--- src/rtl/cpu_debug_arbiter.sv ---
// cpu_debug_arbiter: debug sequencer beside cpu_controller. Halts, resumes and single-steps
//   the core at instruction boundaries by gating its clock enable, and hands the data-RAM
//   port to an external debug requester while the core is halted.
// Optional feature macro: DBG_BREAKPOINT_EN (one PC breakpoint; SET_BP/CLR_BP rejected without it).
// Ports:
//   i_clk, i_rst_n                  clock, asynchronous active-low reset
//   i_dbg_req/cmd/addr/wdata        debug command (req held until o_dbg_ack)
//   o_dbg_ack/err/rdata/halted      one-cycle completion, reject flag, read data, core-stopped
//   i_cpu_ifetch/pc/load_ram/ram_*  core-side boundary strobe, PC and RAM request
//   o_cpu_clk_en                    core clock enable (0 freezes every core register)
//   o_ram_addr/wdata/we, i_ram_rdata muxed RAM port (1-cycle synchronous read)
module cpu_debug_arbiter #(
  parameter int PC_WIDTH      = 9,
  parameter int ADDR_WIDTH    = 5,
  parameter int DATA_WIDTH    = 8,
  parameter bit HALT_ON_RESET = 1'b0
) (
  input  logic                  i_clk,
  input  logic                  i_rst_n,
  input  logic                  i_dbg_req,
  input  logic [2:0]            i_dbg_cmd,
  input  logic [ADDR_WIDTH-1:0] i_dbg_addr,
  input  logic [DATA_WIDTH-1:0] i_dbg_wdata,
  output logic                  o_dbg_ack,
  output logic                  o_dbg_err,
  output logic [DATA_WIDTH-1:0] o_dbg_rdata,
  output logic                  o_dbg_halted,
  input  logic                  i_cpu_ifetch,
  input  logic [PC_WIDTH-1:0]   i_cpu_pc,
  input  logic                  i_cpu_load_ram,
  input  logic [ADDR_WIDTH-1:0] i_cpu_ram_addr,
  input  logic [DATA_WIDTH-1:0] i_cpu_ram_wdata,
  output logic                  o_cpu_clk_en,
  output logic [ADDR_WIDTH-1:0] o_ram_addr,
  output logic [DATA_WIDTH-1:0] o_ram_wdata,
  output logic                  o_ram_we,
  input  logic [DATA_WIDTH-1:0] i_ram_rdata
);

  localparam logic [2:0] CMD_NOP    = 3'd0;
  localparam logic [2:0] CMD_HALT   = 3'd1;
  localparam logic [2:0] CMD_RUN    = 3'd2;
  localparam logic [2:0] CMD_STEP   = 3'd3;
  localparam logic [2:0] CMD_RD_RAM = 3'd4;
  localparam logic [2:0] CMD_WR_RAM = 3'd5;
  localparam logic [2:0] CMD_SET_BP = 3'd6;
  localparam logic [2:0] CMD_CLR_BP = 3'd7;

`ifdef DBG_BREAKPOINT_EN
  localparam logic BP_CMD_ERR = 1'b0;
`else
  localparam logic BP_CMD_ERR = 1'b1;
`endif

  typedef enum logic [2:0] {
    S_RUN, S_HALT_PEND, S_HALTED, S_STEP, S_RD_ADDR, S_RD_DATA, S_WR, S_ACK
  } state_t;

  localparam state_t RESET_STATE = HALT_ON_RESET ? S_HALTED : S_RUN;

  state_t                r_state;
  state_t                w_nxt_state;
  logic                  r_ret_halted;    // where S_ACK returns to: 1 HALTED, 0 RUN
  logic                  w_nxt_ret_halted;
  logic                  r_err;           // only meaningful while in S_ACK
  logic                  w_nxt_err;
  logic                  r_ack_prev;
  logic [ADDR_WIDTH-1:0] r_addr;
  logic [DATA_WIDTH-1:0] r_wdata;
  logic [DATA_WIDTH-1:0] r_rdata;
  logic                  w_accept;
  logic                  w_sfr;
  logic                  w_bp_hit;
  logic                  w_clk_en;
  logic                  w_dbg_own;
  logic                  w_dbg_we;

  // A command is only taken in a resting state; the cycle right after an ack is
  // skipped so a requester dropping dbg_req late is not seen as a new command.
  assign w_accept = i_dbg_req && !r_ack_prev && (r_state == S_RUN || r_state == S_HALTED);
  assign w_sfr    = (i_dbg_addr < ADDR_WIDTH'(8));

`ifdef DBG_BREAKPOINT_EN
  logic                r_bp_valid;
  logic [PC_WIDTH-1:0] r_bp_pc;
  logic [PC_WIDTH-1:0] w_bp_word;

  assign w_bp_word = PC_WIDTH'({i_dbg_addr, i_dbg_wdata});
  assign w_bp_hit  = r_bp_valid && i_cpu_ifetch && (i_cpu_pc == r_bp_pc);

  always_ff @(posedge i_clk or negedge i_rst_n) begin
    if (!i_rst_n) begin
      r_bp_valid <= 1'b0;
      r_bp_pc    <= '0;
    end else if (w_accept && i_dbg_cmd == CMD_SET_BP) begin
      r_bp_valid <= 1'b1;
      r_bp_pc    <= w_bp_word;
    end else if (w_accept && i_dbg_cmd == CMD_CLR_BP) begin
      r_bp_valid <= 1'b0;
    end
  end
`else
  logic w_unused_pc;
  assign w_unused_pc = ^i_cpu_pc;
  assign w_bp_hit    = 1'b0;
`endif

  always_ff @(posedge i_clk or negedge i_rst_n) begin
    if (!i_rst_n) begin
      r_state      <= RESET_STATE;
      r_ret_halted <= HALT_ON_RESET;
      r_err        <= 1'b0;
      r_ack_prev   <= 1'b0;
      r_addr       <= '0;
      r_wdata      <= '0;
      r_rdata      <= '0;
    end else begin
      r_state      <= w_nxt_state;
      r_ret_halted <= w_nxt_ret_halted;
      r_err        <= w_nxt_err;
      r_ack_prev   <= o_dbg_ack;
      if (w_accept) begin
        r_addr  <= i_dbg_addr;
        r_wdata <= i_dbg_wdata;
      end
      if (r_state == S_RD_DATA) begin
        r_rdata <= i_ram_rdata;
      end
    end
  end

  // A breakpoint hit drops the clock enable in the hit cycle itself, so the core
  // stops before fetching the instruction at bp_pc (PC reads back as bp_pc).
  always_comb begin
    w_nxt_state      = r_state;
    w_nxt_ret_halted = r_ret_halted;
    w_nxt_err        = 1'b0;
    w_clk_en         = 1'b0;
    w_dbg_own        = 1'b0;
    w_dbg_we         = 1'b0;
    unique case (r_state)
      S_RUN: begin
        w_clk_en = !w_bp_hit;
        if (w_accept) begin
          w_nxt_state      = S_ACK;
          w_nxt_ret_halted = w_bp_hit;
          unique case (i_dbg_cmd)
            CMD_HALT:   if (!w_bp_hit) w_nxt_state = S_HALT_PEND;
            CMD_STEP,
            CMD_RD_RAM,
            CMD_WR_RAM: w_nxt_err = 1'b1;
            CMD_SET_BP,
            CMD_CLR_BP: w_nxt_err = BP_CMD_ERR;
            default:    w_nxt_err = 1'b0;
          endcase
        end else if (w_bp_hit) begin
          w_nxt_state = S_HALTED;
        end
      end
      S_HALT_PEND: begin
        w_clk_en = !w_bp_hit;
        if (i_cpu_ifetch || w_bp_hit) begin
          w_nxt_state      = S_ACK;
          w_nxt_ret_halted = 1'b1;
        end
      end
      S_HALTED: begin
        if (w_accept) begin
          w_nxt_state      = S_ACK;
          w_nxt_ret_halted = 1'b1;
          unique case (i_dbg_cmd)
            CMD_RUN:    w_nxt_ret_halted = 1'b0;
            CMD_STEP:   w_nxt_state = S_STEP;
            CMD_RD_RAM: if (w_sfr) w_nxt_err = 1'b1; else w_nxt_state = S_RD_ADDR;
            CMD_WR_RAM: if (w_sfr) w_nxt_err = 1'b1; else w_nxt_state = S_WR;
            CMD_SET_BP,
            CMD_CLR_BP: w_nxt_err = BP_CMD_ERR;
            default:    w_nxt_err = 1'b0;
          endcase
        end
      end
      // Enabled through the ifetch cycle so a multi-cycle instruction completes.
      S_STEP: begin
        w_clk_en = 1'b1;
        if (i_cpu_ifetch) begin
          w_nxt_state      = S_ACK;
          w_nxt_ret_halted = 1'b1;
        end
      end
      S_RD_ADDR: begin
        w_dbg_own   = 1'b1;
        w_nxt_state = S_RD_DATA;
      end
      S_RD_DATA: begin
        w_dbg_own        = 1'b1;
        w_nxt_state      = S_ACK;
        w_nxt_ret_halted = 1'b1;
      end
      S_WR: begin
        w_dbg_own        = 1'b1;
        w_dbg_we         = 1'b1;
        w_nxt_state      = S_ACK;
        w_nxt_ret_halted = 1'b1;
      end
      S_ACK: begin
        w_clk_en    = !r_ret_halted && !w_bp_hit;
        w_nxt_state = (r_ret_halted || w_bp_hit) ? S_HALTED : S_RUN;
      end
      default: w_nxt_state = RESET_STATE;
    endcase
  end

  assign o_cpu_clk_en = w_clk_en;
  assign o_ram_addr   = w_dbg_own ? r_addr  : i_cpu_ram_addr;
  assign o_ram_wdata  = w_dbg_own ? r_wdata : i_cpu_ram_wdata;
  assign o_ram_we     = w_dbg_own ? w_dbg_we : (i_cpu_load_ram && w_clk_en);
  assign o_dbg_ack    = (r_state == S_ACK);
  assign o_dbg_err    = o_dbg_ack && r_err;
  assign o_dbg_rdata  = r_rdata;
  assign o_dbg_halted = (r_state == S_HALTED) || (r_state == S_RD_ADDR) ||
                        (r_state == S_RD_DATA) || (r_state == S_WR) ||
                        (r_state == S_ACK && r_ret_halted);

endmodule

--- config.mk ---
export PLATFORM = sky130hd
export DESIGN_NAME = cpu_debug_arbiter
export DESIGN_NICKNAME = d
export VERILOG_FILES = /design/src/rtl/cpu_debug_arbiter.sv
export SDC_FILE = /design/constraint.sdc
export NUM_CORES = 1
export LEC_CHECK = 0
export ABC_AREA = 1
export CAP_MARGIN = 20
export CORE_ASPECT_RATIO = 0.9
export CORE_MARGIN = 8
export CORE_UTILIZATION = 40
export CTS_CLUSTER_DIAMETER = 40
export DETAILED_ROUTE_END_ITERATION = 12
export GPL_ROUTABILITY_DRIVEN = 0
export GPL_TIMING_DRIVEN = 0
export PLACE_DENSITY = 0.91
export SYNTH_ARGS = -nofsm -noshare
export SYNTH_HDL_FRONTEND = slang
export SYNTH_SLANG_ARGS = --single-unit
--- constraint.sdc ---
create_clock -name i_clk -period 3.2 [get_ports i_clk]
set_input_delay 0.32 -clock i_clk [delete_from_list [all_inputs] [get_ports i_clk]]
set_output_delay 0.32 -clock i_clk [all_outputs]
set_load 0.01 [all_outputs]
==> results of run 1 <==
## registers in the layout, indices dropped and copies added, names as in the netlist
signal        cells
o_dbg_rdata       8
r_ack_prev        1
r_addr            5
r_err             1
r_ret_halted      1
r_state           3
r_wdata           8
## synth_stat cells
| cell | number | area [µm²] |
|---|---|---|
| nand2_1 | 53 | 199 |
| dfrtp_1 | 27 | 676 |
| inv_1 | 12 | 45.0 |
| mux2_2 | 11 | 124 |
| mux2_4 | 10 | 150 |
| nor2_1 | 10 | 37.5 |
| nand3_1 | 8 | 40.0 |
| a21oi_1 | 4 | 20.0 |
| buf_6 | 4 | 45.0 |
| inv_2 | 4 | 15.0 |
| nand3_2 | 2 | 20.0 |
| o21ai_0 | 2 | 10.0 |
| a211oi_1 | 1 | 7.51 |
| buf_2 | 1 | 5.00 |
| nand2_2 | 1 | 6.26 |
| nand2_4 | 1 | 11.3 |
| nand3_4 | 1 | 17.5 |
| nand3b_1 | 1 | 7.51 |
| nand4_1 | 1 | 6.26 |
| nor2_4 | 1 | 11.3 |
| o211ai_2 | 1 | 12.5 |
| o21ai_1 | 1 | 5.00 |
## kinds of logic (layout without fill, tap and decap cells)
kind of cell,Yosys count,in the layout
multiplexers,21,21
buffers and inverters,21,93
AO/OA/AOI/OAI,9,9
AND/OR/NAND/NOR,79,79
flip-flops,27,27
## layout make-up
cell class | instances | share of cell area
timing repair buffer | 68 | 0.307
clock inverter | 1 | 0.00220
tap | 46 | 0.0253
buffer | 5 | 0.0220
inverter | 16 | 0.0264
sequential | 27 | 0.297
multi-input combinational | 109 | 0.302
clock buffer | 3 | 0.0182
## layer usage
| metal | share of wire | track usage | vias up |
|---|---|---|---|
| met4 | 0.0037 | 0.0222 | 0 |
| met1 | 0.40 | 0.138 | 635 |
| met2 | 0.50 | 0.220 | 48 |
| met5 | 0 | 0 | - |
| met3 | 0.096 | 0.0501 | 2 |
| li1 | - | - | 646 |
## power by group
| part | total [mW] | internal (mW) | leakage, nW | switching, mW |
|---|---|---|---|---|
| sequential | 0.586 | 0.501 | 0.327 | 0.0847 |
| combinational | 1.29 | 0.716 | 0.743 | 0.572 |
| clock | 0.191 | 0.0871 | 0.0255 | 0.104 |
| total | 2.06 | 1.30 | 1.10 | 0.760 |
## worst reg2reg max path, stage by stage, from the launching register on
cell and delay [ns]:
dfrtp_1 0.38, buf_6 0.14, nor2_4 0.12, nand3_2 0.17, buf_2 0.25, nand2_1 0.10
nand2_1 0.06
## per-stage QoR
| step | util | cell area (µm²) | hold slack (ns) |
|---|---|---|---|
| 2_1_floorplan | - | 1470 | 0.0244 |
| 3_3_place_gp | 0.607 | 2200 | 0.458 |
| 3_5_place_dp | 0.614 | 2230 | 0.477 |
| 4_1_cts | 0.627 | 2270 | 0.422 |
| 5_1_grt | 0.627 | 2270 | 0.449 |
| 6_report | 0.627 | 2270 | 0.415 |
## worst max path at each step
stage / startpoint / end / slack (ns) / cells past startpoint
after floorplan: r_state[0]$_DFFE_PN0P_ / o_ram_addr[1] / 1.80 / 5
after global placement: r_state[0]$_DFFE_PN0P_ / o_ram_wdata[3] / 1.27 / 6
after detailed placement: r_state[0]$_DFFE_PN0P_ / o_ram_addr[1] / 1.25 / 6
after CTS: r_state[0]$_DFFE_PN0P_ / o_ram_addr[1] / 0.94 / 6
after global routing: r_state[1]$_DFFE_PN0P_ / o_ram_addr[1] / 0.89 / 5
final: r_state[1]$_DFFE_PN0P_ / o_ram_addr[1] / 0.96 / 5
==> metrics.md, run 1 <==
| Metric | Value |
|---|---|
| FF+latch count, synth | `27` |
| Reg area | `676 µm²` |
| Slew Limit Fails | `0` |
| Worst R2R Path Depth | `6` |
| Multi-input combinational cell area | `686 µm²` |
| Top delay family on crit path | `buffers and inverters` |
| Clk pin slew, worst setup/hold paths | `0.09 ns` |
| Skew final | `0.00574 ns` |
| Final setup viols | `0` |
| Die width | `79.9 µm` |
| Sequential fraction of the synthesis area | `0.459` |
| Required time worst endpoint | `2.88 ns` |
| Setup crit end kind | `output port` |
| Clock Sink Count | `27` |
| Drt pass-1 iters | `4` |
| Class of the worst hold path | `input pin to asynchronous set/reset pin` |
| Setup TNS | `0 ns` |
| DIE HEIGHT | `73.5 µm` |
| Critical Path AT | `1.92 ns` |
| Vias | `1331` |
| Power consumption | `2.06 mW` |
| Root buffer cell | `clkbuf_8` |
| Mux cell area share after synthesis | `0.186` |
| Leak Pwr | `1.10 nW` |
| Vias in the first global route | `1295` |
| Synthesized area per cell | `9.37 µm²` |
| Post-CTS Setup Bufs | `0` |
| Max-cap violations | `0` |
| First-pass GRT wire length | `5.89 mm` |
| Cts hold-fix bufs | `0` |
| Largest family of logic cells by synthesized area | `simple AND/OR/NAND/NOR gates` |
| Post-CTS resize count | `0` |
| Clock buffer depth | `2` |
| Buffers & Inverters on Critical Path | `2` |
| RSZ-0062 raised after global routing | `false` |
| Synth Area in XOR/XNOR | `0` |
| Setup ws final | `0.958 ns` |
| Most frequent cells in the layout | `clkdlybuf4s50_1, nand2_1, dfrtp_1` |
| CP max-delay cell | `clkdlybuf4s50_1` |
| Largest stage delay, worst path | `0.49 ns` |
| Die ar. | `0.00588 mm²` |
| IO Pins | `77` |
| Fill count | `306` |
| Total GRT Usage | `0.125` |
| Synth warn | `0` |
| Most common cell after layout, fill and taps aside | `clkdlybuf4s50_1` |
| Critical R2R Launch | `r_state[0]$_DFFE_PN0P_` |
| DRT iter0 DRCs | `39` |
| Dpl ws | `1.25 ns` |
| Synth Area in Compound Gates | `0.0374` |
| Gate Count Post-Synth | `157` |
| Clock Latency Late Sink | `0.27 ns` |
| Reg2reg end | `r_addr[0]$_DFFE_PN0P_` |
| Endpoints failing hold | `0` |
| # port buffers | `67` |
| Dpl cells | `271` |
| Synth Cell Area | `0.00147 mm²` |
| Initial Utilization | `0.406` |
| CP Cell Sequence | `nand2_2, nand2_4, buf_6, mux2_4, clkdlybuf4s50_1` |
| Core area | `0.00363 mm²` |
| Setup CP Type | `flip-flop to output port` |
| PD cells | `908 mW/mm²` |
| CP Max Fanout | `10` |
| CTS tree | `yes` |
| Detail Route Antenna Nets | `0` |
| Status | `finished, final reports clean` |
| Overflow after GRT | `0` |
| CTS buffer count | `3` |
| Adder-Cell Fraction of Synth Area | `0` |
| Layout cells sized above 1 | `0.183` |
| DRC Markers | `0` |
| DR vias/cell | `4.84` |
| Largest net degree at the start of global routing | `18` |
| Unique masters post-synth | `22` |
| Tcrit/Tclk final | `0.700` |
| Nets | `281` |
| Critical Path Start Type | `flip-flop` |
| Finished Layout Cells | `275` |
| Hpwl dp | `3.18 mm` |
| H-tree lvl count | `1` |
| # rows | `21` |
| Measured slew at the worst slew-check pin | `0.586 ns` |
| Post-DR wirelength/cell | `13.8 µm` |
| Simple-gate area share of the yosys netlist | `0.242` |
| Initial antenna violation count | `0` |
| Total wire length | `3.79 mm` |
| Minimum clock period | `2.24 ns` |
| Slew Limit Headroom | `0.608` |
| VDD IR max | `571 µV` |
| Worst reg2reg setup slack | `1.88 ns` |
| Synth Net Count | `208` |
| Number of antenna diodes | `0` |
| Max frequency | `0.446 GHz` |
| Synth-to-Final Area Change | `54.5%` |
Note: power is estimated with default switching activity, not from simulation.
==> run 2: changes to the inputs <==
--- a/config.mk
+++ b/config.mk
@@ -9,12 +9,12 @@
 export CAP_MARGIN = 20
 export CORE_ASPECT_RATIO = 0.9
 export CORE_MARGIN = 8
-export CORE_UTILIZATION = 40
+export CORE_UTILIZATION = 35
 export CTS_CLUSTER_DIAMETER = 40
 export DETAILED_ROUTE_END_ITERATION = 12
 export GPL_ROUTABILITY_DRIVEN = 0
 export GPL_TIMING_DRIVEN = 0
-export PLACE_DENSITY = 0.91
+export PLACE_DENSITY = 0.85
 export SYNTH_ARGS = -nofsm -noshare
 export SYNTH_HDL_FRONTEND = slang
 export SYNTH_SLANG_ARGS = --single-unit
==> constraint.sdc (replaced) <==
create_clock -name i_clk -period 1.97 [get_ports i_clk]
set_input_delay 0.197 -clock i_clk [delete_from_list [all_inputs] [get_ports i_clk]]
set_output_delay 0.197 -clock i_clk [all_outputs]
set_load 0.01 [all_outputs]
==> run 2 against run 1 <==
Against the previous run: final area grew 0.22%; worst hold slack lost 0.082 ns; flip-flop and latch count is the same; die area grew 11%; utilization shrank 6.4 points; global-route usage shrank 0.54 points; critical path type unchanged; total power grew 60%.
==> metrics.md, run 2 (synthesis gave the netlist of run 1 again) <==
| Metric | Value |
|---|---|
| DRT iter0 DRCs | `57` |
| Critical Path Start Type | `flip-flop` |
| Vias in the first global route | `1334` |
| Endpoints failing hold | `0` |
| Buffers & Inverters on Critical Path | `3` |
| Class of the worst hold path | `input pin to asynchronous set/reset pin` |
| Top delay family on crit path | `buffers and inverters` |
| Layout cells sized above 1 | `0.188` |
| Hold Slack | `0.333 ns` |
| Minimum clock period | `1.89 ns` |
| Tcrit/Tclk final | `0.958` |
| Measured slew at the worst slew-check pin | `0.700 ns` |
| Nets | `281` |
| Setup crit end kind | `output port` |
| Clock Sink Count | `27` |
| Slew Limit Headroom | `0.532` |
| Initial antenna violation count | `0` |
| Die width | `84.3 µm` |
| DRC Markers | `0` |
| Power consumption | `3.30 mW` |
| First-pass GRT wire length | `6.53 mm` |
| Required time worst endpoint | `1.77 ns` |
| CTS buffer count | `3` |
| Max frequency | `0.530 GHz` |
| Total GRT Usage | `0.119` |
| IO Pins | `77` |
| Final setup viols | `0` |
| Vias | `1330` |
| CP Cell Sequence | `buf_6, nand2_2, nand2_4, buf_12, mux2_4, dlygate4sd2_1` |
| Leak Pwr | `1.14 nW` |
| Clock buffer depth | `2` |
| H-tree lvl count | `1` |
| Post-DR wirelength/cell | `14.3 µm` |
| Core area | `0.00405 mm²` |
| Clock Latency Late Sink | `0.27 ns` |
| Clk pin slew, worst setup/hold paths | `0.10 ns` |
| Status | `finished, final reports clean` |
| Largest stage delay, worst path | `0.38 ns` |
| Overflow after GRT | `0` |
| Skew final | `0.00887 ns` |
| PD cells | `1450 mW/mm²` |
| Die ar. | `0.00654 mm²` |
| Hpwl dp | `3.26 mm` |
| Reg area | `677 µm²` |
| # rows | `22` |
| VDD IR max | `633 µV` |
| Synth-to-Final Area Change | `54.8%` |
| Number of antenna diodes | `0` |
| Setup TNS | `0 ns` |
| Initial Utilization | `0.364` |
| # port buffers | `67` |
| Max-cap violations | `0` |
| CP Max Fanout | `10` |
| Largest net degree at the start of global routing | `17` |
| Drt pass-1 iters | `4` |
| Multi-input combinational cell area | `686 µm²` |
| Total wire length | `3.96 mm` |
| Setup CP Type | `flip-flop to output port` |
| DIE HEIGHT | `77.5 µm` |
| Slew Limit Fails | `0` |
| Critical Path AT | `1.69 ns` |
| Fill count | `355` |
| CP max-delay cell | `dfrtp_1` |
| DR vias/cell | `4.80` |
| Root buffer cell | `clkbuf_8` |
| CTS tree | `yes` |
| Most frequent cells in the layout | `nand2_1, clkdlybuf4s50_1, dfrtp_1` |
| Detail Route Antenna Nets | `0` |
| RSZ-0062 raised after global routing | `false` |
==> run 2: cell types whose count changed in the layout (fill, tap and decap cells not counted) <==
cell	previous run	this run
buf_12	0	1
buf_6	4	3
clkdlybuf4s50_1	67	53
clkinv_2	1	0
clkinvlp_4	0	1
dfrtp_1	27	26
dfrtp_2	0	1
dlygate4sd2_1	0	12
dlymetal6s2s_1	0	2
==> run 2: repair_timing <==
item	in CTS	in global routing
buffers inserted	0	0
cloned	0	0
setup endpoints to repair	12	2
resized for setup	15	2
pin swaps	0	0
hold buffers	0	0
==> run 2: final cells by class <==
| class | count | share of cell area |
|---|---|---|
| Timing Repair Buffer | 68 | 0.302 |
| Multi-Input combinational cell | 109 | 0.301 |
| Sequential cell | 27 | 0.297 |
| Inverter | 16 | 0.0264 |
| Tap cell | 48 | 0.0264 |
| Buffer | 5 | 0.0258 |
| Clock buffer | 3 | 0.0181 |
| Clock inverter | 1 | 0.00329 |
==> run 2: layer usage <==
| layer | vias up | track usage | share of wire |
|---|---|---|---|
| li1 | 649 | - | - |
| met4 | 0 | 0.0288 | 0.010 |
| met2 | 52 | 0.202 | 0.50 |
| met1 | 622 | 0.134 | 0.41 |
| met3 | 7 | 0.0543 | 0.089 |
| met5 | - | 0 | 0 |
==> run 2: worst paths after layout <==
| check | start | cells after the start | to | slack (ns) |
|---|---|---|---|---|
| worst max-delay path | r_state[0]$_DFFE_PN0P_ | 6 | o_ram_wdata[4] | 0.08 |
| worst max register to register | r_state[2]$_DFFE_PN0P_ | 6 | r_wdata[6]$_DFFE_PN0P_ | 0.69 |
| max in group asynchronous | i_rst_n | 2 | r_addr[0]$_DFFE_PN0P_ | 1.12 |
| worst min-delay path | i_rst_n | 1 | r_ack_prev$_DFF_PN0_ | 0.33 |
| worst min register to register | r_wdata[4]$_DFFE_PN0P_ | 2 | r_wdata[4]$_DFFE_PN0P_ | 0.49 |
| min in group i_clk | i_dbg_addr[1] | 3 | r_addr[1]$_DFFE_PN0P_ | 0.45 |
==> run 2: metrics by stage <==
stage / instance area (µm²) / cells / setup WS [ns] / utilization
6_report: 2280 / 277 / 0.0825 / 0.563
4_1_cts: 2270 / 277 / 0.0135 / 0.562
2_1_floorplan: 1470 / 157 / 0.695 / -
3_3_place_gp: 2200 / 272 / 0.164 / 0.544
3_5_place_dp: 2230 / 273 / 0.143 / 0.551
5_1_grt: 2280 / 277 / 0.0290 / 0.563
==> run 2: power by group <==
group	switching [mW]	total, mW	internal, mW
Clock	0.177	0.320	0.144
Sequential	0.139	0.955	0.816
Combinational	0.933	2.02	1.09
Total	1.25	3.30	2.05
